===== config.mk =====
export PLATFORM = sky130hd
export DESIGN_NAME = bytewrite_ram_arbiter_flat
export DESIGN_NICKNAME = d
export VERILOG_FILES = /design/src/rtl/bytewrite_ram_arbiter_pkg.sv /design/src/rtl/bytewrite_ram_arbiter_if.sv /design/src/rtl/bytewrite_ram_arbiter_pick.sv /design/src/rtl/bytewrite_ram_arbiter.sv /design/src/flat_wrapper.sv
export SDC_FILE = /design/constraint.sdc
export NUM_CORES = 1
export LEC_CHECK = 0
export BUFFER_PORTS_ARGS = -buffer_cell sky130_fd_sc_hd__buf_2
export CAP_MARGIN = 40
export CORE_ASPECT_RATIO = 0.5
export CORE_MARGIN = 2
export CORE_UTILIZATION = 25
export DETAILED_ROUTE_END_ITERATION = 10
export HOLD_SLACK_MARGIN = 0.12
export MAX_ROUTING_LAYER = met4
export PLACE_DENSITY_LB_ADDON = 0.1
export SYNTH_ARGS = -nofsm -noshare
export SYNTH_HDL_FRONTEND = slang
export SYNTH_SLANG_ARGS = --single-unit

===== constraint.sdc =====
create_clock -name clk -period 3.1 [get_ports clk]
set_input_delay 0.93 -clock clk [delete_from_list [all_inputs] [get_ports clk]]
set_output_delay 0.93 -clock clk [all_outputs]
set_load 0.1 [all_outputs]

===== src/rtl/bytewrite_ram_arbiter_pkg.sv =====
// rtl/bytewrite_ram_arbiter_pkg.sv - shared types, widths and helpers for the byte-write RAM arbiter
package bwram_arb_pkg;

   typedef enum logic {
      ST_INIT,
      ST_RUN
   } state_t;

   localparam int COL_WIDTH_DEF = 8;
   localparam int NB_COL_DEF    = 4;
   localparam int W_DEF         = COL_WIDTH_DEF * NB_COL_DEF;

   function automatic int clog2(input int n);
      int r;
      r = 0;
      while ((1 << r) < n) r++;
      return r;
   endfunction

endpackage


===== src/rtl/bytewrite_ram_arbiter_if.sv =====
// rtl/bytewrite_ram_arbiter_if.sv - requester-side request/response bus of the byte-write RAM arbiter
interface bytewrite_ram_arbiter_if
   import bwram_arb_pkg::*;
#(
   parameter int NUM_REQ    = 2,
   parameter int ADDR_WIDTH = 10,
   parameter int NB_COL     = NB_COL_DEF,
   parameter int W          = W_DEF
);

   logic [NUM_REQ-1:0]            req_valid;
   logic [NUM_REQ-1:0]            req_ready;
   logic [NUM_REQ*NB_COL-1:0]     req_we;
   logic [NUM_REQ*ADDR_WIDTH-1:0] req_addr;
   logic [NUM_REQ*W-1:0]          req_wdata;
   logic [NUM_REQ-1:0]            rsp_valid;
   logic                          rsp_err;
   logic [W-1:0]                  rsp_data;

   modport master (
      output req_valid, req_we, req_addr, req_wdata,
      input  req_ready, rsp_valid, rsp_err, rsp_data
   );

   modport slave (
      input  req_valid, req_we, req_addr, req_wdata,
      output req_ready, rsp_valid, rsp_err, rsp_data
   );

endinterface


===== src/rtl/bytewrite_ram_arbiter_pick.sv =====
// rtl/bytewrite_ram_arbiter_pick.sv - rotating first-set picker: request vector + start index -> one-hot grant
module bwram_arb_pick
   import bwram_arb_pkg::*;
#(
   parameter int NUM_REQ = 2,
   parameter int IDX_W   = 1
) (
   input  logic [NUM_REQ-1:0] i_req,
   input  logic [IDX_W-1:0]   i_start,
   output logic [NUM_REQ-1:0] o_grant,
   output logic [IDX_W-1:0]   o_idx,
   output logic               o_any
);

   int   w_idx;
   logic w_found;

   always_comb begin
      o_grant = '0;
      o_idx   = '0;
      w_found = 1'b0;
      w_idx   = 0;
      for (int k = 0; k < NUM_REQ; k++) begin
         w_idx = int'(i_start) + k;
         if (w_idx >= NUM_REQ) w_idx = w_idx - NUM_REQ;
         if (!w_found && i_req[w_idx[IDX_W-1:0]]) begin
            w_found                    = 1'b1;
            o_grant[w_idx[IDX_W-1:0]] = 1'b1;
            o_idx                      = w_idx[IDX_W-1:0];
         end
      end
      o_any = w_found;
   end

endmodule


===== src/rtl/bytewrite_ram_arbiter.sv =====
// rtl/bytewrite_ram_arbiter.sv - zero-fills a shared byte-write BRAM, then grants one access per cycle
// BWRAM_ARB_RR_EN selects round-robin arbitration; undefined gives fixed lowest-index priority.
module bytewrite_ram_arbiter
   import bwram_arb_pkg::*;
#(
   parameter int NUM_REQ    = 2,
   parameter int SIZE       = 32,
   parameter int ADDR_WIDTH = 10,
   parameter int COL_WIDTH  = COL_WIDTH_DEF,
   parameter int NB_COL     = NB_COL_DEF
) (
   input  logic                          clk,
   input  logic                          rst_n,
   bytewrite_ram_arbiter_if.slave        bus,
   output logic                          init_done,
   output logic [NB_COL-1:0]             ram_we,
   output logic [ADDR_WIDTH-1:0]         ram_addr,
   output logic [NB_COL*COL_WIDTH-1:0]   ram_di,
   input  logic [NB_COL*COL_WIDTH-1:0]   ram_do
);

   localparam int W     = NB_COL * COL_WIDTH;
   localparam int IDX_W = (NUM_REQ > 1) ? clog2(NUM_REQ) : 1;

   state_t                  r_state;
   state_t                  w_state_nxt;
   logic [ADDR_WIDTH-1:0]   r_cnt;
   logic [ADDR_WIDTH-1:0]   w_cnt_nxt;
   logic                    r_init_done;
   logic [NUM_REQ-1:0]      r_rsp_valid;
   logic                    r_rsp_err;

   logic                    w_run;
   logic [NUM_REQ-1:0]      w_req;
   logic [NUM_REQ-1:0]      w_grant;
   logic [IDX_W-1:0]        w_gidx;
   logic [IDX_W-1:0]        w_start;
   logic                    w_any;
   logic [NB_COL-1:0]       w_sel_we;
   logic [ADDR_WIDTH-1:0]   w_sel_addr;
   logic [W-1:0]            w_sel_wdata;
   logic                    w_oob;

   assign w_run = (r_state == ST_RUN);
   assign w_req = bus.req_valid & {NUM_REQ{w_run}};

   bwram_arb_pick #(
      .NUM_REQ (NUM_REQ),
      .IDX_W   (IDX_W)
   ) u_pick (
      .i_req   (w_req),
      .i_start (w_start),
      .o_grant (w_grant),
      .o_idx   (w_gidx),
      .o_any   (w_any)
   );

`ifdef BWRAM_ARB_RR_EN
   logic [IDX_W-1:0] r_rr_ptr;

   // Pointer moves just past the winner so the winner becomes lowest priority next time.
   always_ff @(posedge clk or negedge rst_n) begin
      if (!rst_n) begin
         r_rr_ptr <= '0;
      end else if (w_any) begin
         r_rr_ptr <= (int'(w_gidx) == NUM_REQ - 1) ? '0 : w_gidx + 1'b1;
      end
   end

   assign w_start = r_rr_ptr;
`else
   assign w_start = '0;
`endif

   assign w_sel_we    = bus.req_we[w_gidx*NB_COL +: NB_COL];
   assign w_sel_addr  = bus.req_addr[w_gidx*ADDR_WIDTH +: ADDR_WIDTH];
   assign w_sel_wdata = bus.req_wdata[w_gidx*W +: W];
   assign w_oob       = (32'(w_sel_addr) >= 32'(SIZE));

   always_ff @(posedge clk or negedge rst_n) begin
      if (!rst_n) begin
         r_state <= ST_INIT;
      end else begin
         r_state <= w_state_nxt;
      end
   end

   // The clear sweep is gated by rst_n so the RAM sees no writes while reset is held.
   always_comb begin
      w_state_nxt = r_state;
      w_cnt_nxt   = r_cnt;
      ram_we      = '0;
      ram_addr    = '0;
      ram_di      = '0;
      case (r_state)
         ST_INIT: begin
            if (rst_n) begin
               ram_we   = '1;
               ram_addr = r_cnt;
            end
            w_cnt_nxt = r_cnt + 1'b1;
            if (r_cnt == ADDR_WIDTH'(SIZE - 1)) begin
               w_state_nxt = ST_RUN;
               w_cnt_nxt   = '0;
            end
         end
         ST_RUN: begin
            if (w_any) begin
               ram_we   = w_oob ? '0 : w_sel_we;
               ram_addr = w_sel_addr;
               ram_di   = w_sel_wdata;
            end
         end
      endcase
   end

   always_ff @(posedge clk or negedge rst_n) begin
      if (!rst_n) begin
         r_cnt       <= '0;
         r_init_done <= 1'b0;
         r_rsp_valid <= '0;
         r_rsp_err   <= 1'b0;
      end else begin
         r_cnt       <= w_cnt_nxt;
         r_init_done <= (w_state_nxt == ST_RUN);
         r_rsp_valid <= w_grant;
         r_rsp_err   <= w_any & w_oob;
      end
   end

   assign bus.req_ready = w_grant;
   assign bus.rsp_valid = r_rsp_valid;
   assign bus.rsp_err   = r_rsp_err;
   assign bus.rsp_data  = (|r_rsp_valid && !r_rsp_err) ? ram_do : '0;
   assign init_done     = r_init_done;

endmodule


===== src/flat_wrapper.sv =====
// flat-port wrapper written by rule: the top's interface ports become plain ports
module bytewrite_ram_arbiter_flat import bwram_arb_pkg::*;
#(
   parameter int NUM_REQ    = 2,
   parameter int SIZE       = 32,
   parameter int ADDR_WIDTH = 10,
   parameter int COL_WIDTH  = COL_WIDTH_DEF,
   parameter int NB_COL     = NB_COL_DEF
)
  (clk, rst_n, init_done, ram_we, ram_addr, ram_di, ram_do, bus_req_valid, bus_req_we, bus_req_addr, bus_req_wdata, bus_req_ready, bus_rsp_valid, bus_rsp_err, bus_rsp_data);
  bytewrite_ram_arbiter_if #(.NUM_REQ(NUM_REQ), .ADDR_WIDTH(ADDR_WIDTH), .NB_COL(NB_COL), .W((32))) bus_i ();
  input  logic clk;
  input  logic rst_n;
  output logic init_done;
  output logic [NB_COL-1:0] ram_we;
  output logic [ADDR_WIDTH-1:0] ram_addr;
  output logic [NB_COL*COL_WIDTH-1:0] ram_di;
  input  logic [NB_COL*COL_WIDTH-1:0] ram_do;
  input wire logic [$bits(bus_i.req_valid)-1:0] bus_req_valid;
  input wire logic [$bits(bus_i.req_we)-1:0] bus_req_we;
  input wire logic [$bits(bus_i.req_addr)-1:0] bus_req_addr;
  input wire logic [$bits(bus_i.req_wdata)-1:0] bus_req_wdata;
  output wire logic [$bits(bus_i.req_ready)-1:0] bus_req_ready;
  output wire logic [$bits(bus_i.rsp_valid)-1:0] bus_rsp_valid;
  output wire logic [$bits(bus_i.rsp_err)-1:0] bus_rsp_err;
  output wire logic [$bits(bus_i.rsp_data)-1:0] bus_rsp_data;
  assign bus_i.req_valid = bus_req_valid;
  assign bus_i.req_we = bus_req_we;
  assign bus_i.req_addr = bus_req_addr;
  assign bus_i.req_wdata = bus_req_wdata;
  assign bus_req_ready = bus_i.req_ready;
  assign bus_rsp_valid = bus_i.rsp_valid;
  assign bus_rsp_err = bus_i.rsp_err;
  assign bus_rsp_data = bus_i.rsp_data;
  bytewrite_ram_arbiter #(.NUM_REQ(NUM_REQ), .SIZE(SIZE), .ADDR_WIDTH(ADDR_WIDTH), .COL_WIDTH(COL_WIDTH), .NB_COL(NB_COL)) u_core (.clk(clk), .rst_n(rst_n), .bus(bus_i), .init_done(init_done), .ram_we(ram_we), .ram_addr(ram_addr), .ram_di(ram_di), .ram_do(ram_do));
endmodule

Word level (Yosys, flattened, before mapping) --
Index checks and enable logic that the tools add are counted.
Word-level totals: register bits after elaboration 14, word-level logic and storage cells 37
Operators by class: add/sub/neg operators 1, multiply operators 1, order comparisons 1, eq/ne operators 1, shifts and indexed selects 3, multiplexer cells 18, bitwise operators 3, reductions and logical operators 5
Operators by type and width (count):
- $mux 32 | 3
- $shiftx 64x7->32 | 1
- $mux 10 | 3
- $pmux 10 s2 | 1
- $shiftx 20x6->10 | 1
- $mux 4 | 3
- $add 10x1->10 const B | 1
- $eq 10x5->1 const B | 1
- $ge 10x6->1 const B | 1
- $pmux 4 s2 | 1
- $shiftx 8x4->4 | 1
- $mux 1 | 6
- $mul 1x3->4 const B | 1
- $and 2x2->2 | 1
- $logic_and 1x1->1 | 2
- $logic_not 1->1 | 2
- $mux 2 | 1
- $reduce_or 2->1 | 1
- $and 1x1->1 | 1
- $not 1->1 | 1

Depth between registers and ports, before layout --
Gate-level depths: netlist of run 1.
word-level depth 11, gate-level depth with buffers 5

Modules after synthesis --
Synthesis of run 1 repeated with hierarchy kept, for this count alone.
Unflattened totals: cell total of the unflattened synthesis 216, area, all modules 1675.4 um^2
Modules (own cells, without submodules):
- bytewrite_ram_arbiter | times used 1, cells each 211, area each 1642.8 um^2, sequential area each 350.3 um^2
- bwram_arb_pick | times used 1, cells each 5, area each 32.5 um^2, sequential area each 0.0 um^2

Worst setup path after synthesis of run 1 --
No wires, ideal clock.
path type register -> output, start point register, netlist name u_core.init_done, end point output ram_addr[5], arrival time 3.706 ns, slack -1.536 ns, cell stages (with the launch flop) 5, path through dfrtp_1 > nand3b_1 > inv_1 > mux2i_1 > o21ai_0
RTL lines:
- end, declared | line flat_wrapper.sv:16 | output logic [ADDR_WIDTH-1:0] ram_addr;

Final worst setup path of run 1 --
start point input bus_req_addr[17], end point output ram_we[3]
Between the ends: word-level cells in the longest chain between the ends 5
Ends and longest elaborated chain:
- start, declared | line flat_wrapper.sv:21 | input wire logic [$bits(bus_i.req_addr)-1:0] bus_req_addr;
- $shiftx 20x6->10 | line bytewrite_ram_arbiter.sv:76 | assign w_sel_addr = bus.req_addr[w_gidx*ADDR_WIDTH +: ADDR_WIDTH];
- $ge 10x6->1 | line bytewrite_ram_arbiter.sv:78 | assign w_oob = (32'(w_sel_addr) >= 32'(SIZE));
- $mux 4 | line bytewrite_ram_arbiter.sv:109 | ram_we = w_oob ? '0 : w_sel_we;
- $mux 4 | line bytewrite_ram_arbiter.sv:108 | if (w_any) begin
- $pmux 4 s2 | line bytewrite_ram_arbiter.sv:95 | case (r_state)
- end, declared | line flat_wrapper.sv:15 | output logic [NB_COL-1:0] ram_we;
No other way between the ends.

==> results.ini, run 1 <==
[outcome]
outcome = finished, violations left
violations = setup timing

[cts]
cts_hold_buf = 0
clk-insertion-delay-late_ns = 0.24
clock_sinks = 14
cts_tree = done
path_clk_slew_ns = 0.05
htree_levels = 1
clock-root-buffer = clkbuf_16
cts_buffers = 3
clockBufferDepth = 2

[routing]
vias_per_cell = 4.481
dr.pass1.iters = 5
antenna_left = 0
num_vias = 2702
drc = 0
wl_per_cell_um = 12.75
drtIter0Drc = 48
drt_wl_total_mm = 7.689

[global_route]
grt_max_degree = 51
antenna_found_initial = 0
grt_pass1_wl_mm = 11.91
grt_usage_pct = 18.04
gr-total-overflow = 0
grt_pass1_vias = 2437

[pwr]
p_clk_share_pct = 18.4
worst_ir_drop_vdd_uv = 276.4
p_seq_share_pct = 12.9
switching_power_uw = 692.1
combPwrFrac_pct = 68.6
leakagePower_uw = 0.002194
power_density_nw_per_um2 = 312.9
intPower_uw = 750.4
swShare_pct = 47.98
power_uw = 1442

[setup_path]
slowest_stage = or4_4
path_class = in -> out
critPathLaunchType = input pin
cp.arrival_ns = 2.41
path_cells = buf_6, or4_4, o41a_1, buf_4, a21oi_4, buf_12
crit_path_end_kind = primary output
worstPathMaxFanout = 2
required_ns = 2.17
crit_family = simple AND/OR/NAND/NOR gates
crit_buf_inv = 3
cpPeakStageDelay_ns = 0.53

[layout]
drive_gt1_share_pct = 62.72
layout_commonest_cell = buf_2
final_core_util_pct = 63.19
finalNetCount = 637
area_growth_pct = 145.8
diodes = 0
layout_common_cells = 130 x buf_2, 89 x nand2_1, 83 x buf_12

[synth]
synthFlopType = dfrtp_1
synth_area_leaders = and2_1 22%, dfrtp_1 19%, nand2_1 18%
synth_edf_count = 0
ys_types = 34
yosysTopAreaCell = and2_1
yosysWarnings = 0
syn-num-nets = 430
avgSynthCellArea_um2 = 6.231
syn_area_um2 = 1876
ys_seq_area_share_pct = 18.68
synth_top_area_share_pct = 21.68
netlist_instances = 301
async_reset_ff_share_pct = 100.0
ys_ff_latch = 14

[place]
gp_congestion = 0.8056
port_buffers = 211
dp_hpwl_mm = 6.471
place_ws_ns = -0.2795

[timing]
rsz0062_at_grt = true
tightest_slew_ns = 0.5065
fmax_mhz = 299.5
finalWorstSetupSlack_ns = -0.2390
setup_violations = 4
clock-skew-final_ns = 0.002753
fin_hold_ws_ns = 0.4895
period_needed_ns = 3.339
min_period_over_period_pct = 107.7
hold_viol_final = 0
maxSlewViolCount = 0
slew_headroom_pct = 66.47

[worst_hold_path]
hold_path.class = in -> async

[die]
fp.dieH_um = 65.25
pin_count = 212
start_util_pct = 25.71
rows = 22
core_um2 = 7295
die_area_um2 = 8253
die_width_um = 126.5

[job]
maxCapViolCount = 0

-- power groups by stage --
stage                     combinational (uW)  sequential (uW)  clock [uW]
after global routing                    1030              187         281
after detailed placement                 995              189           0
after global placement                   991              189           0
final                                    990              186         266
after floorplan                          581              205           0
after CTS                                997              187         268
-- routing by layer --
| layer | vias to the layer above | share of wire [%] | GRT usage [%] |
|---|---|---|---|
| li1 | 1401 | - | - |
| met1 | 1186 | 42 | 22.33 |
| met2 | 111 | 52 | 33.09 |
| met3 | 4 | 4.8 | 2.117 |
| met4 | 0 | 0.65 | 2.060 |
| met5 | - | 0 | - |
-- sequential cells by signal, summed over array words and instances, names as in the netlist --
register / flops
u_core.r_cnt: 10
u_core.bus.rsp_valid: 2
u_core.bus.rsp_err: 1
u_core.init_done: 1
-- cell families (layout without fill, tap and decap cells) --
group                      Yosys count  count (layout)  share of synthesized area, %
buffers and inverters               27             233                         5.670
adders and majority gates            1               1                        0.6670
muxes                                6               6                         3.269
AOI/OAI and AO/OA                   61              61                         18.68
xor gates and xnor gates             6               6                         2.802
and+or+nand+nor                    186             186                         50.23
DFF                                 14              14                         18.68
-- per-stage QoR --
step / setup TNS, ns / instances / area, um2
6_report: -0.8880 / 603 / 4609
3_5_place_dp: -1.114 / 597 / 4488
5_1_grt: -1.059 / 603 / 4609
4_1_cts: -0.8459 / 603 / 4598
3_3_place_gp: -1.065 / 597 / 4488
2_1_floorplan: -1.462 / 301 / 2067
-- final timing paths --
kind | startpoint | end | slack [ns] | cells past startpoint
min in group clk | u_core.r_cnt[8]$_DFFE_PN0N_ | u_core.r_cnt[8]$_DFFE_PN0N_ | 0.51 | 1
worst min register to register | u_core.r_cnt[8]$_DFFE_PN0N_ | u_core.r_cnt[8]$_DFFE_PN0N_ | 0.51 | 1
worst min-delay path | rst_n | u_core.r_cnt[1]$_DFFE_PN0N_ | 0.49 | 1
max in group asynchronous | rst_n | u_core.init_done$_DFF_PN0_ | 2.24 | 2
worst max-delay path | bus_req_addr[17] | ram_we[3] | -0.24 | 6
worst max register to register | u_core.r_cnt[7]$_DFFE_PN0N_ | u_core.r_cnt[0]$_DFFE_PN0N_ | 1.63 | 3
-- layout make-up --
cell class | instances | area (um2)
clock buffer | 4 | 88.84
fill | 625 | 2685
inverter | 2 | 7.507
multi-input combinational | 260 | 1617
sequential | 14 | 351.6
tap | 96 | 120.1
timing repair buffer | 227 | 2425
-- repair_timing --
action | CTS | global route
gates resized for setup | 1 | 2
pin swaps | 1 | 0
buffers inserted | 2 | 0
endpoints found under the setup margin | 4 | 5
-- Yosys cell counts, drive strengths merged (3+ instances only) --
| cell | number |
|---|---|
| buf | 3 |
| mux2i | 5 |
| xor2 | 4 |
| dfrtp | 14 |
| nand3 | 3 |
| nor2 | 5 |
| o21ai | 45 |
| clkbuf | 22 |
| nand3b | 6 |
| and2 | 65 |
| a21oi | 4 |
| nand2 | 89 |
| nor3 | 4 |
| a22o | 5 |
| a31o | 4 |
No activity file was read; power rests on OpenSTA's default activity.
==> inputs of run 2 (changes only) <==
Settings changed: CTS_BUF_LIST set to sky130_fd_sc_hd__clkbuf_16.
==> results.ini, run 2 (same netlist as run 1, synthesis figures left out) <==
[die]
pin_count = 212  ; unchanged
die_width_um = 126.5  ; unchanged
die_area_um2 = 8253  ; unchanged
fp.dieH_um = 65.25  ; unchanged
start_util_pct = 25.71  ; unchanged
rows = 22  ; unchanged
core_um2 = 7295  ; unchanged

[setup_path]
path_cells = buf_6, or4_4, o41a_1, buf_4, a21oi_4, buf_12
worstPathMaxFanout = 2  ; unchanged
required_ns = 2.17  ; about the same
cp.arrival_ns = 2.41  ; about the same
crit_path_end_kind = primary output
critPathLaunchType = input pin
path_class = in -> out
slowest_stage = or4_4
cpPeakStageDelay_ns = 0.53  ; about the same

[timing]
slew_headroom_pct = 66.47  ; unchanged
rsz0062_at_grt = true
fmax_mhz = 299.4  ; about the same
setup_violations = 4  ; unchanged
finalWorstSetupSlack_ns = -0.2400  ; -0.001026 ns
period_needed_ns = 3.340  ; +0.001026 ns
tightest_slew_ns = 0.5065  ; unchanged
hold_viol_final = 0  ; unchanged
tns_ns = -0.8946  ; -0.006604 ns
min_period_over_period_pct = 107.7  ; about the same
clock-skew-final_ns = 0.0004600  ; -0.002293 ns
maxSlewViolCount = 0  ; unchanged

[layout]
finalNetCount = 637  ; unchanged
top_register = u_core.r_cnt
layout_commonest_cell = buf_2
final_core_util_pct = 63.05  ; -0.14 points
final_area_um2 = 4599  ; -0.22%
largest_reg_flops = 10  ; unchanged
area_growth_pct = 145.2
num-fill-cells = 623  ; -0.32%
layout_common_cells = 130 x buf_2, 89 x nand2_1, 83 x buf_12
drive_gt1_share_pct = 62.52  ; -0.20 points
diodes = 0  ; unchanged

[place]
dp_hpwl_mm = 6.471  ; unchanged
place_ws_ns = -0.2795  ; unchanged
postPlaceCellArea_um2 = 4488  ; unchanged
gp_congestion = 0.8056  ; unchanged
port_buffers = 211  ; unchanged

[cts]
clock-root-buffer = clkbuf_16
cts_tree = done
cts_buffers = 3  ; unchanged
path_clk_slew_ns = 0.04  ; about the same
clk-insertion-delay-late_ns = 0.24  ; about the same
htree_levels = 1  ; unchanged
clockBufferDepth = 2  ; unchanged
cts_hold_buf = 0  ; unchanged
clock_sinks = 14  ; unchanged

[routing]
antenna_left = 0  ; unchanged
drt_wl_total_mm = 7.634  ; -0.72%
drc = 0  ; unchanged
dr.pass1.iters = 4  ; -1
wl_per_cell_um = 12.66  ; -0.72%
num_vias = 2698  ; -0.15%
vias_per_cell = 4.474  ; -0.15%
drtIter0Drc = 43  ; -10%

[outcome]
outcome = finished, violations left
violations = setup timing

[global_route]
antenna_found_initial = 0  ; unchanged
grt_pass1_vias = 2435  ; -0.082%
gr-total-overflow = 0  ; unchanged
grt_max_degree = 51  ; unchanged
grt_pass1_wl_mm = 11.87  ; -0.29%
grt_usage_pct = 17.97  ; -0.073 points

[pwr]
power_uw = 1416  ; -1.9%
worst_ir_drop_vdd_uv = 241.3  ; -13%
power_density_nw_per_um2 = 307.8  ; -1.6%
leakagePower_uw = 0.002188  ; -0.26%

[worst_hold_path]
hold_path.class = in -> async

[job]
maxCapViolCount = 0  ; unchanged

run 2: per-layer routing:
layer,part of all wire [%],track usage [%]
met3,4.9,2.117
met2,52,32.89
met5,0,-
met4,0.67,2.060
met1,42,22.28
run 2: power by group:
part           internal, uW  switching (uW)  leakage, uW
clock                   170            69.0    0.0000385
sequential              185            1.08     0.000183
combinational           370             620      0.00197
run 2: final timing paths:
path	startpoint	end	slack, ns	depth (start not counted)
hold reg to reg	u_core.r_cnt[8]$_DFFE_PN0N_	u_core.r_cnt[8]$_DFFE_PN0N_	0.51	1
min in group clk	u_core.r_cnt[8]$_DFFE_PN0N_	u_core.r_cnt[8]$_DFFE_PN0N_	0.51	1
setup reg to reg	u_core.r_cnt[7]$_DFFE_PN0N_	u_core.r_cnt[0]$_DFFE_PN0N_	1.59	3
hold / removal	rst_n	u_core.r_cnt[0]$_DFFE_PN0N_	0.49	1
max in group asynchronous	rst_n	u_core.init_done$_DFF_PN0_	2.24	2
setup / recovery	bus_req_addr[17]	ram_we[3]	-0.24	6
run 2: area by class of cell:
class | instances | area (um2) | area share [%]
Tap cell | 96 | 120.1 | 2.612
Timing Repair Buffer | 227 | 2425 | 52.72
Clock inverter | 1 | 3.754 | 0.08161
Clock buffer | 3 | 75.07 | 1.632
Inverter | 2 | 7.507 | 0.1632
Sequential cell | 14 | 351.6 | 7.644
Multi-Input combinational cell | 260 | 1617 | 35.15
run 2: timing repair:
action	CTS	global route
gates resized for setup	1	2
endpoints found under the hold margin	0	0
buffers inserted	2	0
setup endpoints to repair	4	5
pin swaps	1	0
run 2: stage by stage:
step / hold slack, ns / cells
6_report: 0.4930 / 603
5_1_grt: 0.4947 / 603
4_1_cts: 0.4914 / 603
3_5_place_dp: 0.5124 / 597
3_3_place_gp: 0.4843 / 597
2_1_floorplan: 0.4553 / 301
run 2: worst max-delay path, delay by kind of cell:
| kind | cells | cell delay (ns) |
|---|---|---|
| and+or+nand+nor | 1 | 0.53 |
| AOI/OAI and AO/OA | 2 | 0.51 |
| buffers and inverters | 3 | 0.43 |
==> inputs of run 3 (changes only) <==
Settings changed: CORE_UTILIZATION 25 to 35.
==> results.ini, run 3 (same netlist as run 1, synthesis figures left out) <==
[layout]
finalNetCount = 637  ; unchanged
area_growth_pct = 142.4
layout_commonest_cell = buf_2
largest_reg_flops = 10  ; unchanged
top_register = u_core.r_cnt
layout_common_cells = 129 x buf_2, 89 x nand2_1, 81 x buf_12
final_core_util_pct = 90.13  ; +27 points
drive_gt1_share_pct = 62.52  ; unchanged
final_area_um2 = 4547  ; -1.1%

[worst_hold_path]
hold_path.class = reg -> reg

[timing]
tightest_slew_ns = 0.6288  ; +0.1223 ns
slew_headroom_pct = 58.07  ; -8.4 points
clock-skew-final_ns = 0.007813  ; +0.007353 ns
rsz0062_at_grt = true
fmax_mhz = 298.1  ; -0.44%
setup_violations = 4  ; unchanged
finalWorstSetupSlack_ns = -0.2547  ; -0.01473 ns
maxSlewViolCount = 0  ; unchanged
period_needed_ns = 3.355  ; +0.01473 ns
min_period_over_period_pct = 108.2  ; +0.48 points
hold_viol_final = 0  ; unchanged
fin_hold_ws_ns = 0.5412  ; +0.04813 ns

[setup_path]
crit_path_end_kind = primary output
required_ns = 2.17  ; about the same
worst_path_most_repeated_cell = buf_6
cp.arrival_ns = 2.42  ; about the same
critPathLaunchType = input pin
cpPeakStageDelay_ns = 0.53  ; about the same
slowest_stage = or4_4
worstPathMaxFanout = 3  ; +1
path_cells = buf_6, or4_4, o41a_1, buf_6, a21oi_4, buf_12
path_class = in -> out

[die]
pin_count = 212  ; unchanged
die_width_um = 107.5  ; -15%
start_util_pct = 37.18  ; +11 points
core_um2 = 5045  ; -31%
fp.dieH_um = 55.76  ; -15%
rows = 18  ; -18%
die_area_um2 = 5996  ; -27%

[routing]
wl_per_cell_um = 17.29  ; +37%
antenna_left = 0  ; unchanged
drc = 2  ; +2
num_vias = 3032  ; +12%
drt_wl_total_mm = 9.991  ; +31%
vias_per_cell = 5.246  ; +17%
drtIter0Drc = 242  ; +460%
dr.pass1.iters = 8  ; +4

[place]
dp_hpwl_mm = 7.302  ; +13%
port_buffers = 211  ; unchanged
postPlaceCellArea_um2 = 4423  ; -1.4%
gp_congestion = 0.9496  ; +18%

[global_route]
antenna_found_initial = 1  ; +1
grt_pass1_vias = 2994  ; +23%
gr-total-overflow = 0  ; unchanged
grt_usage_pct = 30.57  ; +13 points
grt_pass1_wl_mm = 14.32  ; +21%
grt_max_degree = 43  ; -16%

[cts]
clockBufferDepth = 2  ; unchanged
cts_buffers = 3  ; unchanged
clock-root-buffer = clkbuf_16
clk-insertion-delay-late_ns = 0.25  ; about the same
path_clk_slew_ns = 0.04  ; about the same
cts_tree = done
htree_levels = 1  ; unchanged
clock_sinks = 14  ; unchanged

[pwr]
power_uw = 1441  ; +1.8%
power_density_nw_per_um2 = 316.9  ; +3.0%
leakagePower_uw = 0.002182  ; -0.26%
worst_ir_drop_vdd_uv = 217.2  ; -10%

[job]
maxCapViolCount = 0  ; unchanged

[outcome]
outcome = finished, violations left
violations = DRC, setup timing

run 3: cell count changes in the layout (fill, tap and decap cells not counted), sizes merged:
cell   previous run  this run
diode             0         1
run 3: final cells by class:
class                   instances  area, um2
repair buffers                227       2410
multi-input cells             260       1609
fillers                       237      498.0
flip-flops and latches         14      351.6
well taps                      70      87.58
clock buffers                   3      75.07
inverters                       2      7.507
clock inverters                 1      3.754
diodes                          1      2.502
run 3: stage by stage:
step,setup TNS (ns),setup WS (ns),std cells
after floorplan,-1.462,-0.3654,301
after global placement,-1.045,-0.2616,570
after detailed placement,-1.181,-0.3059,570
after CTS,-0.8931,-0.2337,576
after global routing,-1.130,-0.3011,578
final,-0.9872,-0.2547,578
run 3: metal layers:
metal / GRT usage (%) / routed length, um / vias up / share of wire, %
li1: - / - / 1409 / -
met1: 30.51 / 3307 / 1397 / 33
met2: 58.58 / 5517 / 188 / 55
met3: 5.972 / 800 / 38 / 8.0
met4: 12.09 / 365 / 0 / 3.7
met5: - / 0 / - / 0
run 3: worst paths after layout:
check                           slack [ns]                           end  cells after the start                         from
max in group asynchronous             2.28    u_core.init_done$_DFF_PN0_                      2                        rst_n
worst max-delay path                 -0.25                     ram_we[2]                      6             bus_req_addr[17]
worst max register to register        1.46  u_core.bus.rsp_err$_DFF_PN0_                      5   u_core.init_done$_DFF_PN0_
min in group asynchronous             0.64   u_core.r_cnt[4]$_DFFE_PN0N_                      2                        rst_n
worst min-delay path                  0.54   u_core.r_cnt[8]$_DFFE_PN0N_                      1  u_core.r_cnt[8]$_DFFE_PN0N_
worst min register to register        0.54   u_core.r_cnt[8]$_DFFE_PN0N_                      1  u_core.r_cnt[8]$_DFFE_PN0N_
run 3: timing repair:
item	CTS	global route
setup buffers	2	1
hold buffers	0	0
pin swaps	1	3
endpoints found under the setup margin	4	5
resized for setup	2	2
run 3: power breakdown:
group	internal, uW	leakage, uW	total [uW]	switching (uW)
Clock	171	0.0000385	252	80.9
Combinational	367	0.00196	1000	636
Sequential	185	0.000183	187	1.29
Total	723	0.00218	1440	718
run 3: critical path, delay by kind of cell:
family | cells | cell delay [ns]
AND/OR/NAND/NOR | 1 | 0.53
AO/OA/AOI/OAI | 2 | 0.52
buffers and inverters | 3 | 0.44
